==> config.mk <==
export PLATFORM = sky130hd
export DESIGN_NAME = fft_seq_ctrl
export DESIGN_NICKNAME = d
export VERILOG_FILES = /design/src/rtl/fft_pkg.sv /design/src/rtl/fft_phase_cnt.sv /design/src/rtl/fft_seq_ctrl.sv
export SDC_FILE = /design/constraint.sdc
export NUM_CORES = 1
export LEC_CHECK = 0
export CAP_MARGIN = 20
export CORE_MARGIN = 3
export CORE_UTILIZATION = 46
export DETAILED_ROUTE_END_ITERATION = 7
export GPL_TIMING_DRIVEN = 0
export PLACE_DENSITY = 0.74
export RECOVER_POWER = 25
export SLEW_MARGIN = 30
export SYNTH_ARGS = -nofsm -noshare
export SYNTH_HDL_FRONTEND = slang
export SYNTH_SLANG_ARGS = --single-unit
==> constraint.sdc <==
create_clock -name i_clk -period 1.69 [get_ports i_clk]
set_input_delay 0.338 -clock i_clk [delete_from_list [all_inputs] [get_ports i_clk]]
set_output_delay 0.338 -clock i_clk [all_outputs]
set_load 0.02 [all_outputs]
==> src/rtl/fft_pkg.sv <==
// Shared constants for the 8-point memory-based FFT: address-generator state codes,
// transform size and the sequencer's master FSM state type.
package fft_pkg;

  localparam int unsigned N_PT   = 8;
  localparam int unsigned LOG2_N = 3;
  localparam int unsigned CNT_W  = LOG2_N;
  localparam int unsigned DCNT_W = LOG2_N + 1;
  localparam int unsigned CODE_W = 4;
  localparam int unsigned K_W    = 2;

  // State codes shared with the dual-bank address generation unit
  localparam logic [CODE_W-1:0] CS_PRE_IN  = 4'b0000;
  localparam logic [CODE_W-1:0] CS_IDLE    = 4'b1000;
  localparam logic [CODE_W-1:0] CS_RUN     = 4'b1001;
  localparam logic [CODE_W-1:0] CS_STAGE_1 = 4'b0001;
  localparam logic [CODE_W-1:0] CS_STAGE_2 = 4'b0010;
  localparam logic [CODE_W-1:0] CS_STAGE_3 = 4'b0011;
  localparam logic [CODE_W-1:0] CS_STAGE_4 = 4'b0100;

  typedef enum logic [2:0] {
    ST_IDLE,
    ST_LOAD,
    ST_RD,
    ST_WAIT,
    ST_WR,
    ST_UNLOAD
  } seq_state_e;

  // Butterfly stage k (1..3) maps directly onto STAGE_1..STAGE_3
  function automatic logic [CODE_W-1:0] stage_code(input logic [K_W-1:0] k);
    return CODE_W'(k);
  endfunction

endpackage

==> src/rtl/fft_phase_cnt.sv <==
// 3-bit wrapping phase counter with clear, load, hold and terminal-count flag.
// DOWN=0 counts up with terminal count at 7; DOWN=1 counts down with terminal count at 0.
module fft_phase_cnt
  import fft_pkg::*;
#(
  parameter bit DOWN = 1'b0
) (
  input  logic             i_clk,
  input  logic             i_clr,
  input  logic             i_hold,
  input  logic             i_load,
  input  logic [CNT_W-1:0] i_load_val,
  output logic [CNT_W-1:0] o_cnt,
  output logic             o_tc_c
);

  logic [CNT_W-1:0] r_cnt;

  always_ff @(posedge i_clk) begin
    if (i_clr) begin
      r_cnt <= '0;
    end else if (i_load) begin
      r_cnt <= i_load_val;
    end else if (!i_hold) begin
      r_cnt <= DOWN ? (r_cnt - CNT_W'(1)) : (r_cnt + CNT_W'(1));
    end
  end

  assign o_cnt  = r_cnt;
  assign o_tc_c = DOWN ? (r_cnt == '0) : (r_cnt == CNT_W'(N_PT - 1));

endmodule

==> src/rtl/fft_seq_ctrl.sv <==
// Top-level sequencer for the 8-point FFT: load, three read/wait/write stages, unload.
// Optional SEQ_CTRL_STALL_EN adds an i_stall input that freezes progress and mutes strobes.
module fft_seq_ctrl
  import fft_pkg::*;
#(
  parameter int unsigned BF_LAT = 2
) (
  input  logic              i_clk,
  input  logic              i_rst,
  input  logic              i_start,
  input  logic              i_in_valid,
`ifdef SEQ_CTRL_STALL_EN
  input  logic              i_stall,
`endif
  output logic [CODE_W-1:0] o_cstate_wr,
  output logic [CODE_W-1:0] o_cstate_rd,
  output logic [CNT_W-1:0]  o_cnt,
  output logic [DCNT_W-1:0] o_cnt_data,
  output logic              o_sel_wr,
  output logic              o_rd_en,
  output logic              o_wr_en,
  output logic              o_out_valid,
  output logic              o_busy,
  output logic              o_done
);

  localparam int unsigned N_STAGE = LOG2_N;

  seq_state_e        r_state;
  seq_state_e        w_state_nxt;
  logic [K_W-1:0]    r_k;
  logic [K_W-1:0]    w_k_nxt;
  logic [DCNT_W-1:0] r_acc;
  logic [DCNT_W-1:0] w_acc_nxt;
  logic              w_accept;
  logic              w_done_nxt;
  logic              w_stall;
  logic              w_cnt_tc;
  logic              w_cnt_run;
  logic              w_cnt_clr;
  logic              w_cnt_hold;
  logic              w_wait_tc;
  logic              w_wait_load;
  logic              w_wait_hold;
  logic [CNT_W-1:0]  w_unused_wait_val;
  logic [CODE_W-1:0] w_cs_wr;
  logic [CODE_W-1:0] w_cs_rd;
  logic              w_sel_wr;
  logic              w_rd_en;
  logic              w_wr_en;
  logic              w_out_valid;

`ifdef SEQ_CTRL_STALL_EN
  assign w_stall = i_stall;
`else
  assign w_stall = 1'b0;
`endif

  // Sub-phase counter: advances only in the read, write and unload phases
  assign w_cnt_run  = (r_state == ST_RD) || (r_state == ST_WR) || (r_state == ST_UNLOAD);
  assign w_cnt_clr  = i_rst || (r_state == ST_IDLE);
  assign w_cnt_hold = !w_cnt_run || w_stall;

  fft_phase_cnt #(
    .DOWN (1'b0)
  ) u_phase_cnt (
    .i_clk      (i_clk),
    .i_clr      (w_cnt_clr),
    .i_hold     (w_cnt_hold),
    .i_load     (1'b0),
    .i_load_val ('0),
    .o_cnt      (o_cnt),
    .o_tc_c     (w_cnt_tc)
  );

  // Butterfly drain timer: loaded on the last read, expires after BF_LAT wait cycles
  assign w_wait_load = (r_state == ST_RD) && w_cnt_tc && !w_stall;
  assign w_wait_hold = (r_state != ST_WAIT) || w_stall;

  fft_phase_cnt #(
    .DOWN (1'b1)
  ) u_wait_cnt (
    .i_clk      (i_clk),
    .i_clr      (i_rst),
    .i_hold     (w_wait_hold),
    .i_load     (w_wait_load),
    .i_load_val (CNT_W'(BF_LAT - 1)),
    .o_cnt      (w_unused_wait_val),
    .o_tc_c     (w_wait_tc)
  );

  always_ff @(posedge i_clk) begin
    if (i_rst) begin
      r_state <= ST_IDLE;
      r_k     <= K_W'(1);
      r_acc   <= '0;
    end else begin
      r_state <= w_state_nxt;
      r_k     <= w_k_nxt;
      r_acc   <= w_acc_nxt;
    end
  end

  always_comb begin
    w_state_nxt = r_state;
    w_k_nxt     = r_k;
    w_acc_nxt   = r_acc;
    w_accept    = 1'b0;
    w_done_nxt  = 1'b0;
    w_cs_wr     = CS_IDLE;
    w_cs_rd     = CS_IDLE;
    w_sel_wr    = 1'b0;
    w_rd_en     = 1'b0;
    w_wr_en     = 1'b0;
    w_out_valid = 1'b0;

    if (!w_stall) begin
      case (r_state)
        ST_IDLE: begin
          if (i_start) begin
            w_state_nxt = ST_LOAD;
            w_k_nxt     = K_W'(1);
            w_acc_nxt   = '0;
          end
        end
        ST_LOAD: begin
          // Stay one extra cycle after the 8th sample so its write is presented
          if (r_acc == DCNT_W'(N_PT)) begin
            w_state_nxt = ST_RD;
          end else if (i_in_valid) begin
            w_accept  = 1'b1;
            w_acc_nxt = r_acc + DCNT_W'(1);
          end
        end
        ST_RD: begin
          w_acc_nxt = '0;
          if (w_cnt_tc) begin
            w_state_nxt = ST_WAIT;
          end
        end
        ST_WAIT: begin
          if (w_wait_tc) begin
            w_state_nxt = ST_WR;
          end
        end
        ST_WR: begin
          if (w_cnt_tc) begin
            if (r_k == K_W'(N_STAGE)) begin
              w_state_nxt = ST_UNLOAD;
            end else begin
              w_state_nxt = ST_RD;
              w_k_nxt     = r_k + K_W'(1);
            end
          end
        end
        ST_UNLOAD: begin
          if (w_cnt_tc) begin
            w_state_nxt = ST_IDLE;
            w_done_nxt  = 1'b1;
          end
        end
        default: begin
          w_state_nxt = ST_IDLE;
        end
      endcase
    end

    // Output decode from the upcoming state so registered outputs line up with it
    case (w_state_nxt)
      ST_LOAD: begin
        w_cs_wr  = CS_RUN;
        w_sel_wr = 1'b1;
        w_wr_en  = w_accept;
      end
      ST_RD: begin
        w_cs_rd = stage_code(w_k_nxt);
        w_rd_en = 1'b1;
      end
      ST_WAIT: begin
        w_cs_rd = stage_code(w_k_nxt);
      end
      ST_WR: begin
        w_cs_wr  = stage_code(w_k_nxt);
        w_sel_wr = 1'b1;
        w_wr_en  = 1'b1;
      end
      ST_UNLOAD: begin
        w_cs_rd     = CS_STAGE_4;
        w_rd_en     = 1'b1;
        w_out_valid = 1'b1;
      end
      default: begin
      end
    endcase

    if (w_stall) begin
      w_rd_en     = 1'b0;
      w_wr_en     = 1'b0;
      w_out_valid = 1'b0;
    end
  end

  always_ff @(posedge i_clk) begin
    if (i_rst) begin
      o_cstate_wr <= CS_IDLE;
      o_cstate_rd <= CS_IDLE;
      o_cnt_data  <= '0;
      o_sel_wr    <= 1'b0;
      o_rd_en     <= 1'b0;
      o_wr_en     <= 1'b0;
      o_out_valid <= 1'b0;
      o_busy      <= 1'b0;
      o_done      <= 1'b0;
    end else begin
      o_cstate_wr <= w_cs_wr;
      o_cstate_rd <= w_cs_rd;
      o_sel_wr    <= w_sel_wr;
      o_rd_en     <= w_rd_en;
      o_wr_en     <= w_wr_en;
      o_out_valid <= w_out_valid;
      o_busy      <= (w_state_nxt != ST_IDLE);
      o_done      <= w_done_nxt;
      // Shows the index of the sample being written; 8 appears only on the first read cycle
      if (!w_stall) begin
        o_cnt_data <= (r_state == ST_LOAD) ? r_acc : '0;
      end
    end
  end

endmodule

==> impl_summary.md, run 1 <==
Run
The count of maximum capacitance violations is 0.

Layout
The number of antenna cells inserted is 0. After filler insertion, the fill cell instance count of the layout stands at between 200 and 250. The ratio of cells with drive above 1 in the final layout is 26.1%.

The layout-stage area growth over the synthesis result is 31.6%. The cell area after layout is 1890 sq um. In the final design database the tool counted 194 nets. The final design utilization is 66.1%.

Yosys
dfxtp_1 takes more of the synthesized area than any other cell. The mapped cell area is between 1000 and 1500 sq um. Measured against the total synthesized area, the mux share comes to ~1.5%. The largest family of logic cells by synthesized area is simple AND/OR/NAND/NOR gates. The synthesized netlist devotes 15.1% of its cell area to compound gates.

During synthesis, Yosys emitted a total of 0 warnings. The post-synthesis cell type count is 53. The basic-gate share of the synthesized area counting and, or, nand and nor cells is 25.7%. Synthesis handed over a netlist of 150 instances. Synthesis inferred 31 register bits. The most used flip-flop cell after synthesis is dfxtp_1. Sorting the synthesized cells by how often they occur yields dfxtp_1 (31), nor2_1 (14), a21oi_1 (10), inv_1 (8), ha_1 (7).

By instance count, the leading cell after synthesis is dfxtp_1. Dividing the synthesized area by the synthesized cell count gives 9.56 sq um. The area share of the leading cell type in the synthesized netlist is 43.3%. The synthesized-area fraction occupied by adder cells is roughly 6.1%. The part of the Yosys area used for sequential elements is 43.3%.

Ranked by total cell area, the synthesized netlist is headed by dfxtp_1 (43%), ha_1 (6.1%), nor2_1 (3.7%), a21oi_1 (3.5%), buf_6 (2.4%). In this run, synthesis inferred 0 flip-flops with an integrated enable. The net count after synthesis is 161.

The async set or reset register ratio after synthesis is 0%. The xor and xnor area share after synthesis is 1.22%.

Drt
The via density per instance is 5.33. The first-iteration detailed-routing DRC count is 27. The routed layout has between 1,000 and 1,500 vias.

The number of detailed-routing iterations run before antenna repair is 4. After detailed routing, the total wire length is 3.05 mm. The post-route antenna net violation count is 0. The average wire per standard cell is 14.2 um.

After detailed routing, the number of remaining DRC violations is 0.

Setup path
The category of the critical setup timing path is reg -> reg. STA classifies the critical path endpoint as a flip-flop. STA puts the critical path data required time at between 1.5 and 2 ns. The type of element launching the critical path is a flip-flop. The biggest fanout along the worst timing path is 5. Data arrives at the worst endpoint at 1.88 ns.

Placement
Routability-driven placement finished with a final weighted congestion of 0.842. The placement-stage worst setup slack is -0.402 ns. The estimated wirelength of the detail-placed design is slightly above 2 mm.

The number of buffer cells added on primary ports is 23. The post-place instance area is about 1700 sq um.

Die
The area inside the core boundary is 2850 sq um. In this run the vertical extent of the chip is 61.8 um. The top-level port count is 25. The die width is 61.8 um. The area of the die is ~3800 sq um.

After floorplanning, the core was divided into 19 placement rows. The starting utilization of the core area is 50.3%.

STA
Setup violations remaining at the end of the flow were counted as 0. Setup total negative slack on the finished layout was measured at 0 ns. The max-slew violation count came to 0. The final count of hold timing violations is 0. Setup slack closes at 0.0374 ns.

The share of the clock period used by the worst path is 97.8%. Setup repair after global routing could not meet its margin everywhere. For this run, the top clock speed supported by timing is just over 0.6 GHz.

The minimum period implied by the final worst setup slack is 1.65 ns. On the final layout, the worst clock skew is about 0.0052 ns.

Power and ir drop
The analysis attributes to cell leakage a power of 0.717 nW. The total power is 0.00127 W. Power spread over the standard cell area amounts to 673 nW/um^2. The worst-case IR drop observed on VDD is 0.438 mV.

Clocking
The clock passes through at most 2 buffers. The clock reaches the later pin of the worst-skew pair after 0.33 ns. In this run, CTS created clock tree buffers numbering 5. Clock tree synthesis found a total of 31 sinks. The root buffer cell chosen for the clock tree is clkbuf_4. The clock-pin slew reported for the worst setup and hold paths after clock tree synthesis is 0.09 ns. The CTS tree is done. The H-tree depth is 2.

Global route
The number of antenna violations at the first check in global routing is 0. The wire length of the first global-routing pass is ~4.5 mm. The total overflow left after global routing is 0. The via count of the first global-routing pass was roughly 1,100.

Entering global routing, the biggest net connects 11 pins. The global-route usage over all layers is roughly 17%.

Outcome
The run finished with clean final reports.

Worst hold path
The tightest min-delay check is of the reg -> reg type.
## critical path, stage by stage (launching register included)
cell and delay [ns]:
dfxtp_1 0.42, nor2b_2 0.30, a32oi_1 0.15, or2_4 0.29
and3_4 0.19, a22o_1 0.20
## flip-flops by register name, indices dropped and copies added, names as in the netlist
name,flops
o_out_valid,1
o_done,1
o_busy,1
o_cnt_data,4
u_wait_cnt.o_cnt,3
o_rd_en,1
r_acc,4
o_wr_en,1
r_state,3
o_cstate_rd,3
o_sel_wr,1
r_k,2
u_phase_cnt.o_cnt,3
o_cstate_wr,3
## cell usage in the layout (no fill, tap or decap), types with 4 or more instances in the layout
master and count:
nand3_1 4, buf_4 6, ha_4 5, nor2_1 14
clkdlybuf4s50_1 20, inv_1 5, a21oi_1 9, dfxtp_1 27
clkbuf_4 5, nand2_1 6
## final cells by class
class | count | area (sq um) | area share [%]
plain buffers | 9 | 70.1 | 3.71
clock buffers | 7 | 45.0 | 2.39
clock inverters | 1 | 5.00 | 0.265
inverters | 8 | 32.5 | 1.72
multi-input cells | 102 | 812 | 43.0
flip-flops and latches | 31 | 631 | 33.4
well taps | 31 | 38.8 | 2.06
repair buffers | 26 | 253 | 13.4
## kinds of logic after synthesis
kind of cell    Yosys count
simple gates             60
flops                    31
compound gates           30
buf+inv                  17
fa+ha+maj                 7
xor+xnor                  2
mux                       2
other cells               1
## per-layer routing
layer  up-vias  GRT usage (%)  part of all wire (%)
met2        23           25.9                    46
met3         8           6.20                   5.0
met4         0           10.0                   2.6
met5         -              0                     0
li1        584              -                     -
met1       532           19.8                    47
## through the flow
step	instances	hold slack, ns
4_1_cts	213	0.510
2_1_floorplan	150	0.418
6_report	215	0.500
3_3_place_gp	204	0.466
3_5_place_dp	204	0.489
5_1_grt	215	0.542
## power breakdown
part           switching [W]  internal [W]  leakage [nW]
Combinational      0.0000700     0.0000584         0.434
Clock               0.000232      0.000162        0.0293
Sequential        0.00000840      0.000740         0.254
## final timing paths
check,start,endpoint,slack (ns),depth (start not counted)
worst min register to register,r_acc[1],o_cnt_data[1],0.50,2
worst min-delay path,r_acc[1],o_cnt_data[1],0.50,2
worst max-delay path,r_state[1],o_cstate_wr[0],0.04,5
worst max register to register,r_state[1],o_cstate_wr[0],0.04,5
## repair_timing
item,in CTS,in global routing
setup buffers,1,2
hold buffers,0,0
pin swaps,1,8
gates resized for setup,4,23
setup endpoints to repair,16,9
No activity file was read; power rests on OpenSTA's default activity.
==> inputs of run 2 (changes only) <==
CELL_PAD_IN_SITES_DETAIL_PLACEMENT = 1   (was default)
CELL_PAD_IN_SITES_GLOBAL_PLACEMENT = 1   (was default)
CORE_UTILIZATION = 35   (was 46)
PLACE_DENSITY = default   (was 0.74)
PLACE_DENSITY_LB_ADDON = 0.1   (was default)
RECOVER_POWER = 100   (was 25)
==> run 2 against run 1 <==
  * Register-to-register slack is essentially flat
  * Worst setup slack gained 0.0059 ns
  * Critical path depth grew 2
  * Critical path type unchanged
  * Count of clock-buffer cells in the layout shrank 1
  * Utilization shrank 12 points
  * Global-route usage shrank 1.4 points
  * Sequential share of layout area shrank 2.7 points
  * Hold slack lost 0.016 ns
  * Combinational power grew 15%
==> impl_summary.md, run 2 (synthesized netlist as in run 1, its figures left out) <==
Outcome
The run finished with clean final reports.

Clocking
The TritonCTS sink count is 31. The H-tree was split into 2 levels. The latest clock arrival within the worst-skew pair is around 0.28 ns. Clock tree synthesis inserted a total of 5 buffers. The maximum buffer depth of the clock tree is 2. The clock-pin slew reported for the worst setup and hold paths after clock tree synthesis is 0.06 ns.

The CTS tree is done. Hold repair after CTS inserted 0 buffers. CTS placed an instance of clkbuf_8 at the clock tree root.

Drt
The first detailed-routing pass ran for 4 iterations. Once detail routing completed, the nets flagged for antenna violations numbered 0. The detailed-route via count is 1,182. The first-iteration detailed-routing DRC count is 45. For this run, design rule violations remaining after detail routing come to 0. The via density per instance is 5.01. The wire length after detailed routing is 3.45 mm.

The average wire per standard cell is around 15 um.

Die
The height of the chip is 70.0 um. The die width is 70.0 um. The top-level port count is 25. For this configuration, the core starts out at a cell density of 37.7%. The area inside the core boundary is 3800 sq um.

The number of placement rows is 22. The area of the die is 4900 sq um.

Global route
The number of antenna violations at the first check in global routing is 0. Summed over all layers, the global routing overflow is 0. The first global-routing pass estimated 5.81 mm of wire. The via count of the first global-routing pass is 1,225. Entering global routing, the biggest net connects 11 pins. The global-route usage over all layers is 15.4%.

Layout
The library cells used most frequently in the layout, excluding fill and tap cells, are dfxtp_1 (27), clkdlybuf4s50_1 (22), nor2_1 (14). The area growth from synthesis to layout is 43.0%. In the final layout, the registers with the most flip-flops are o_cnt_data: 4 flops, r_acc: 4 flops.

The non-filler instance count after layout is 236. The number of nets at the end of the flow is a little under 200. The final design utilization is 54.0%. Cells with a size suffix above 1 make up 30.9% of the layout.

The number of antenna diodes in the final layout is 0. The library cell used most frequently in the layout, excluding fill and tap cells, is dfxtp_1. The finished cells cover between 2000 and 2500 sq um.

Placement
The estimated wirelength of the detail-placed design is 2.58 mm. The number of buffer cells added on primary ports is 23. The weighted congestion at the end of routability-driven global placement is approximately 0.85.

The placement-stage worst setup slack is -0.474 ns. Summing all placed instances gives a cell area of around 1700 sq um. Including well taps, the total number of placed cells is 221.

STA
Static timing analysis puts the maximum clock frequency at around 0.61 GHz. The final count of hold timing violations was 0. The share of the clock period used by the worst path is 97.4%. The max-slew violation count was 0. The largest clock skew in the final design is 0.00510 ns. The setup-violating endpoint count in the final report is 0. The slack of the critical path is approximately 0.043 ns. The minimum period implied by the final worst setup slack is around 1.6 ns.

Setup path
The endpoint of the lowest-slack register-to-register path is o_cstate_wr[0]. Data arrives at the worst endpoint at 1.82 ns. The type of element launching the critical path is a flip-flop.

The setup slack of the most critical reg-to-reg path is 0.04 ns. Among the stages of the critical path, the cell type that occurs most often is ha_4. The reg-to-reg critical path startpoint is u_phase_cnt.o_cnt[0]. The slowest stage of the critical path is the dfxtp_4 cell. Traced cell by cell, the critical path runs through ha_4 > ha_4 > inv_1 > a211oi_4 > or2_4 > and3_4 > a22o_1. The critical path crosses 7 cells after its start point. STA puts the critical path data required time at 1.86 ns. The biggest fanout along the worst timing path is 5. In this design, the stage delay of the slowest critical-path cell is around 0.36 ns.

The type of destination of the critical path is a flip-flop. Counting both buffers and inverters, the worst setup path holds a total of 1. The critical path is of the reg -> reg type. The largest delay contributor family on the critical path is simple AND/OR/NAND/NOR gates. Measured in cells, the most critical reg-to-reg path has a length of 7.

Power and ir drop
For this design the ratio of total power to cell area is roughly 800 nW/um^2. The worst-case IR drop observed on VDD is 0.564 mV. The leakage power is about 0.75 nW.

Worst hold path
The count of cells along the worst hold path is 2. The worst hold path class is reg -> reg. The worst hold path begins at u_wait_cnt.o_cnt[1]. The worst hold path terminates at u_wait_cnt.o_cnt[1].

Run
The count of maximum capacitance violations is 0.
-- run 2: per-layer routing --
layer | wire [um] | vias up | global-route usage, % | part of all wire [%]
li1 | - | 597 | - | -
met1 | 1520 | 554 | 18.3 | 44
met2 | 1700 | 25 | 24.8 | 49
met3 | 164 | 6 | 6.04 | 4.8
met4 | 63 | 0 | 6.38 | 1.8
met5 | 0 | - | 0 | 0
-- run 2: per-stage QoR --
step	TNS [ns]	total power [W]	hold slack (ns)
finish	0	0.00164	0.485
global route	-0.0456	0.00173	0.547
CTS	0	0.00165	0.489
detailed placement	-5.22	0.000895	0.474
global placement	-4.75	0.000891	0.467
floorplan	0	0.000848	0.418
-- run 2: worst min-delay path: cells and delay by family, from the launching register on --
family	cells	cell delay [ns]
simple gates	1	0.07
compound gates	1	0.06
flops	1	0.32
-- run 2: what timing repair did --
action,in CTS,in global routing
resized for setup,12,22
setup endpoints to repair,16,18
buffers inserted,2,5
cloned,0,0
pin swaps,4,8
-- run 2: worst max-delay path by stage --
stage / to / startpoint
after floorplan: o_cstate_wr[0] / u_phase_cnt.o_cnt[0]
after global placement: o_wr_en / i_rst
after detailed placement: r_acc[1] / i_rst
after CTS: o_cstate_wr[0] / u_phase_cnt.o_cnt[0]
after global routing: o_cstate_wr[0] / u_wait_cnt.o_cnt[0]
final: o_cstate_wr[0] / u_phase_cnt.o_cnt[0]
-- run 2: power breakdown --
group	leakage (nW)	switching (W)	total [W]	internal, W
logic	0.437	0.0000790	0.000147	0.0000683
clock network	0.0612	0.000265	0.000742	0.000476
registers	0.254	0.00000904	0.000751	0.000742
-- run 2: final cells by class --
class	instances	area (sq um)
fill	433	1750
multi-input combinational	102	857
sequential	31	631
timing repair buffer	30	282
clock buffer	6	82.6
buffer	9	71.3
tap	48	60.1
clock inverter	2	35.0
inverter	8	32.5
==> edit (settings of run 2) <==
The option `SEQ_CTRL_STALL_EN` is turned on by a define.
--- a/src/rtl/fft_seq_ctrl.sv
+++ b/src/rtl/fft_seq_ctrl.sv
@@ -1,5 +1,7 @@
 // Top-level sequencer for the 8-point FFT: load, three read/wait/write stages, unload.
 // Optional SEQ_CTRL_STALL_EN adds an i_stall input that freezes progress and mutes strobes.
+`define SEQ_CTRL_STALL_EN
+
 module fft_seq_ctrl
   import fft_pkg::*;
 #(
Ports: changed (added i_stall); port bits go from 25 to 26. No check against the original RTL was run, so the function may have changed too.
==> edit against run 2 <==
  * The flow now finishes with violations (negative setup slack)
  * Final area is 18% higher
  * Clock power is 19% lower
  * Routed wire length is 42% higher
  * Total power is 5.9% lower
  * Worst setup slack worse by 230 ps
  * Largest cell class unchanged
  * Clock skew is 0.79 ps higher
  * Critical path type unchanged
  * Synthesized area is 17% higher
  * Sequential cell count is 1 higher
==> edit: results (changes against run 2) <==
run status complete, but fails checks; violated checks negative setup slack; via count of the first global-routing pass 1,563 (+28%); Setup-failing EPs final 13 (+13); clk_lat worst skew 280 ps (about the same); share of synthesized area occupied by flip-flops and latches 38.10% (-5.2 points); Max rail drop VDD 0.4360 mV (-23%); start point of the critical path u_wait_cnt.o_cnt[1]; largest incremental delay on the critical path 340 ps (-20 ps); via density per instance 5.438 (+8.6%); routability congestion estimate 0.8985 (+6.3%); arrival time at the worst endpoint 2050 ps (+230 ps); final-stage net count 242 (+22%); critical-path cell with the highest stage delay sky130_fd_sc_hd__dfxtp_2; endpoint of the most critical register-to-register path o_cstate_wr[0]; Post-synth top cells 32 x sky130_fd_sc_hd__dfxtp_1, 18 x sky130_fd_sc_hd__nor2_1, 14 x sky130_fd_sc_hd__nand2_1; synthesized instance count 182 (+21%); number of library cell types mapped by synthesis 55 (+3.8%); count of non-filler cells in the finished layout 283 (+20%); synthesized net count 194 (+20%); minimum hold slack 456.6 ps (-28.11 ps); clk buf depth 2 (unchanged); largest net degree at the start of global routing 11 (unchanged); antenna violations before repair 0 (unchanged); number of cell instances on the worst register-to-register path 10 (+3); highest fanout seen on the critical path 5 (unchanged); total of warnings raised by yosys 0 (unchanged); Switching Share 24.50% (+2.9 points); DP Cell Count 257 (+16%); fraction of final layout cells sized beyond drive strength 1 36.80% (+5.9 points); iteration-0 DRC count of the detailed router 72 (+60%); cell leakage power 0.8905 nW (+18%); area post-placement 0.002067 mm2 (+20%); met2 capacity usage during global routing 29.15% (+4.4 points); total of fill cells in the finished design 509 (+18%); Total Negative Setup Slacks -1143 ps (-1143 ps); clock buffers created by TritonCTS 5 (unchanged); smallest setup slack after layout -187.3 ps (-230.6 ps); top cells by area, synth sky130_fd_sc_hd__dfxtp_1 38%, sky130_fd_sc_hd__ha_1 5.2%, sky130_fd_sc_hd__nor2_1 4.0%, sky130_fd_sc_hd__a21oi_1 3.9%, sky130_fd_sc_hd__buf_6 3.3%; Worst Skew 5.893 ps (+0.7885 ps); met1 demand-to-capacity share in global routing 22.87% (+4.6 points); DR pass1 iterations 4 (unchanged); grt met3 use 3.298% (-2.7 points); biggest registers after layout o_cnt_data (4), o_cstate_rd (4), r_acc (4); WHS Endpoint o_cnt_data[3]; actual slew at the worst max-slew pin 639.1 ps; ys flop type sky130_fd_sc_hd__dfxtp_1; DPL Wire Length 3087 um (+19%); first-pass GRT wire length 7590 um (+31%); overall track demand over capacity in global routing 17.77% (+2.4 points); hold path start o_cnt_data[3]; Total Wirelength 4902 um (+42%)
[edit: changes by cell type after synthesis, moves of 4 or more]
cell | run 2 | this run
sky130_fd_sc_hd__nand2_1 | 6 | 14
sky130_fd_sc_hd__mux2i_1 | 1 | 5
sky130_fd_sc_hd__nor2_1 | 14 | 18
sky130_fd_sc_hd__or3_1 | 1 | 6
sky130_fd_sc_hd__nand3b_1 | 1 | 5
[edit: final cells by class]
| cell class | count | area, um2 | share of cell area (%) |
|---|---|---|---|
| repair buffers | 41 | 357.8 | 14.73 |
| multi-input cells | 131 | 1124 | 46.26 |
| well taps | 52 | 65.06 | 2.679 |
| plain buffers | 11 | 101.3 | 4.173 |
| inverters | 8 | 30.03 | 1.236 |
| flip-flops and latches | 32 | 660.6 | 27.20 |
| clock buffers | 8 | 90.09 | 3.709 |
[edit: worst max-delay path by stage]
stage	endpoint	slack, ps
floorplan	o_rd_en	-120
global placement	r_acc[3]	-690
detailed placement	o_cstate_rd[1]	-720
CTS	o_rd_en	-160
global route	o_cstate_wr[1]	-280
finish	o_cstate_wr[0]	-190
[edit: power groups by stage]
stage / Combinational (mW) / Sequential, mW / Clock [mW]
5_1_grt: 0.190 / 0.765 / 0.650
3_3_place_gp: 0.145 / 0.781 / 0
6_report: 0.178 / 0.765 / 0.600
4_1_cts: 0.165 / 0.764 / 0.626
2_1_floorplan: 0.0952 / 0.787 / 0
3_5_place_dp: 0.148 / 0.781 / 0
[edit: logic make-up (layout without fill, tap and decap cells)]
kind of cell,after synthesis,count (layout),share of synthesized area [%]
AO/OA/AOI/OAI,39,39,18.53
XOR/XNOR,1,1,0.5209
adder cells (fa/ha/maj),7,7,5.208
buffers and inverters,19,68,6.697
flip-flops,32,32,38.09
multiplexers,5,5,2.976
other,1,1,0.2230
AND/OR/NAND/NOR,78,78,27.75
[edit: critical path, delay by kind of cell, from the launching register on]
family	cells	cell delay, ps
fa+ha+maj	2	310
buf+inv	3	320
compound gates	3	500
flops	1	340
simple gates	2	300
[edit: routing by layer]
metal / routed length, um / part of all wire [%]
met3: 150 / 3.1
met1: 2181 / 44
met4: 74 / 1.5
met5: 0 / 0
met2: 2496 / 51
[edit: what timing repair did]
item,4_1_cts,5_1_grt
gates resized for setup,26,13
setup endpoints to repair,26,18
gates cloned,1,1
buffers inserted,12,4
pin swaps,12,5
hold buffers,0,0
[edit: stage by stage]
stage                     utilization (%)  worst slack (ps)
after floorplan                         -            -118.4
after global placement              45.89            -691.9
after detailed placement            45.89            -718.9
after CTS                           51.78            -163.1
after global routing                53.92            -283.3
final                               53.92            -187.3
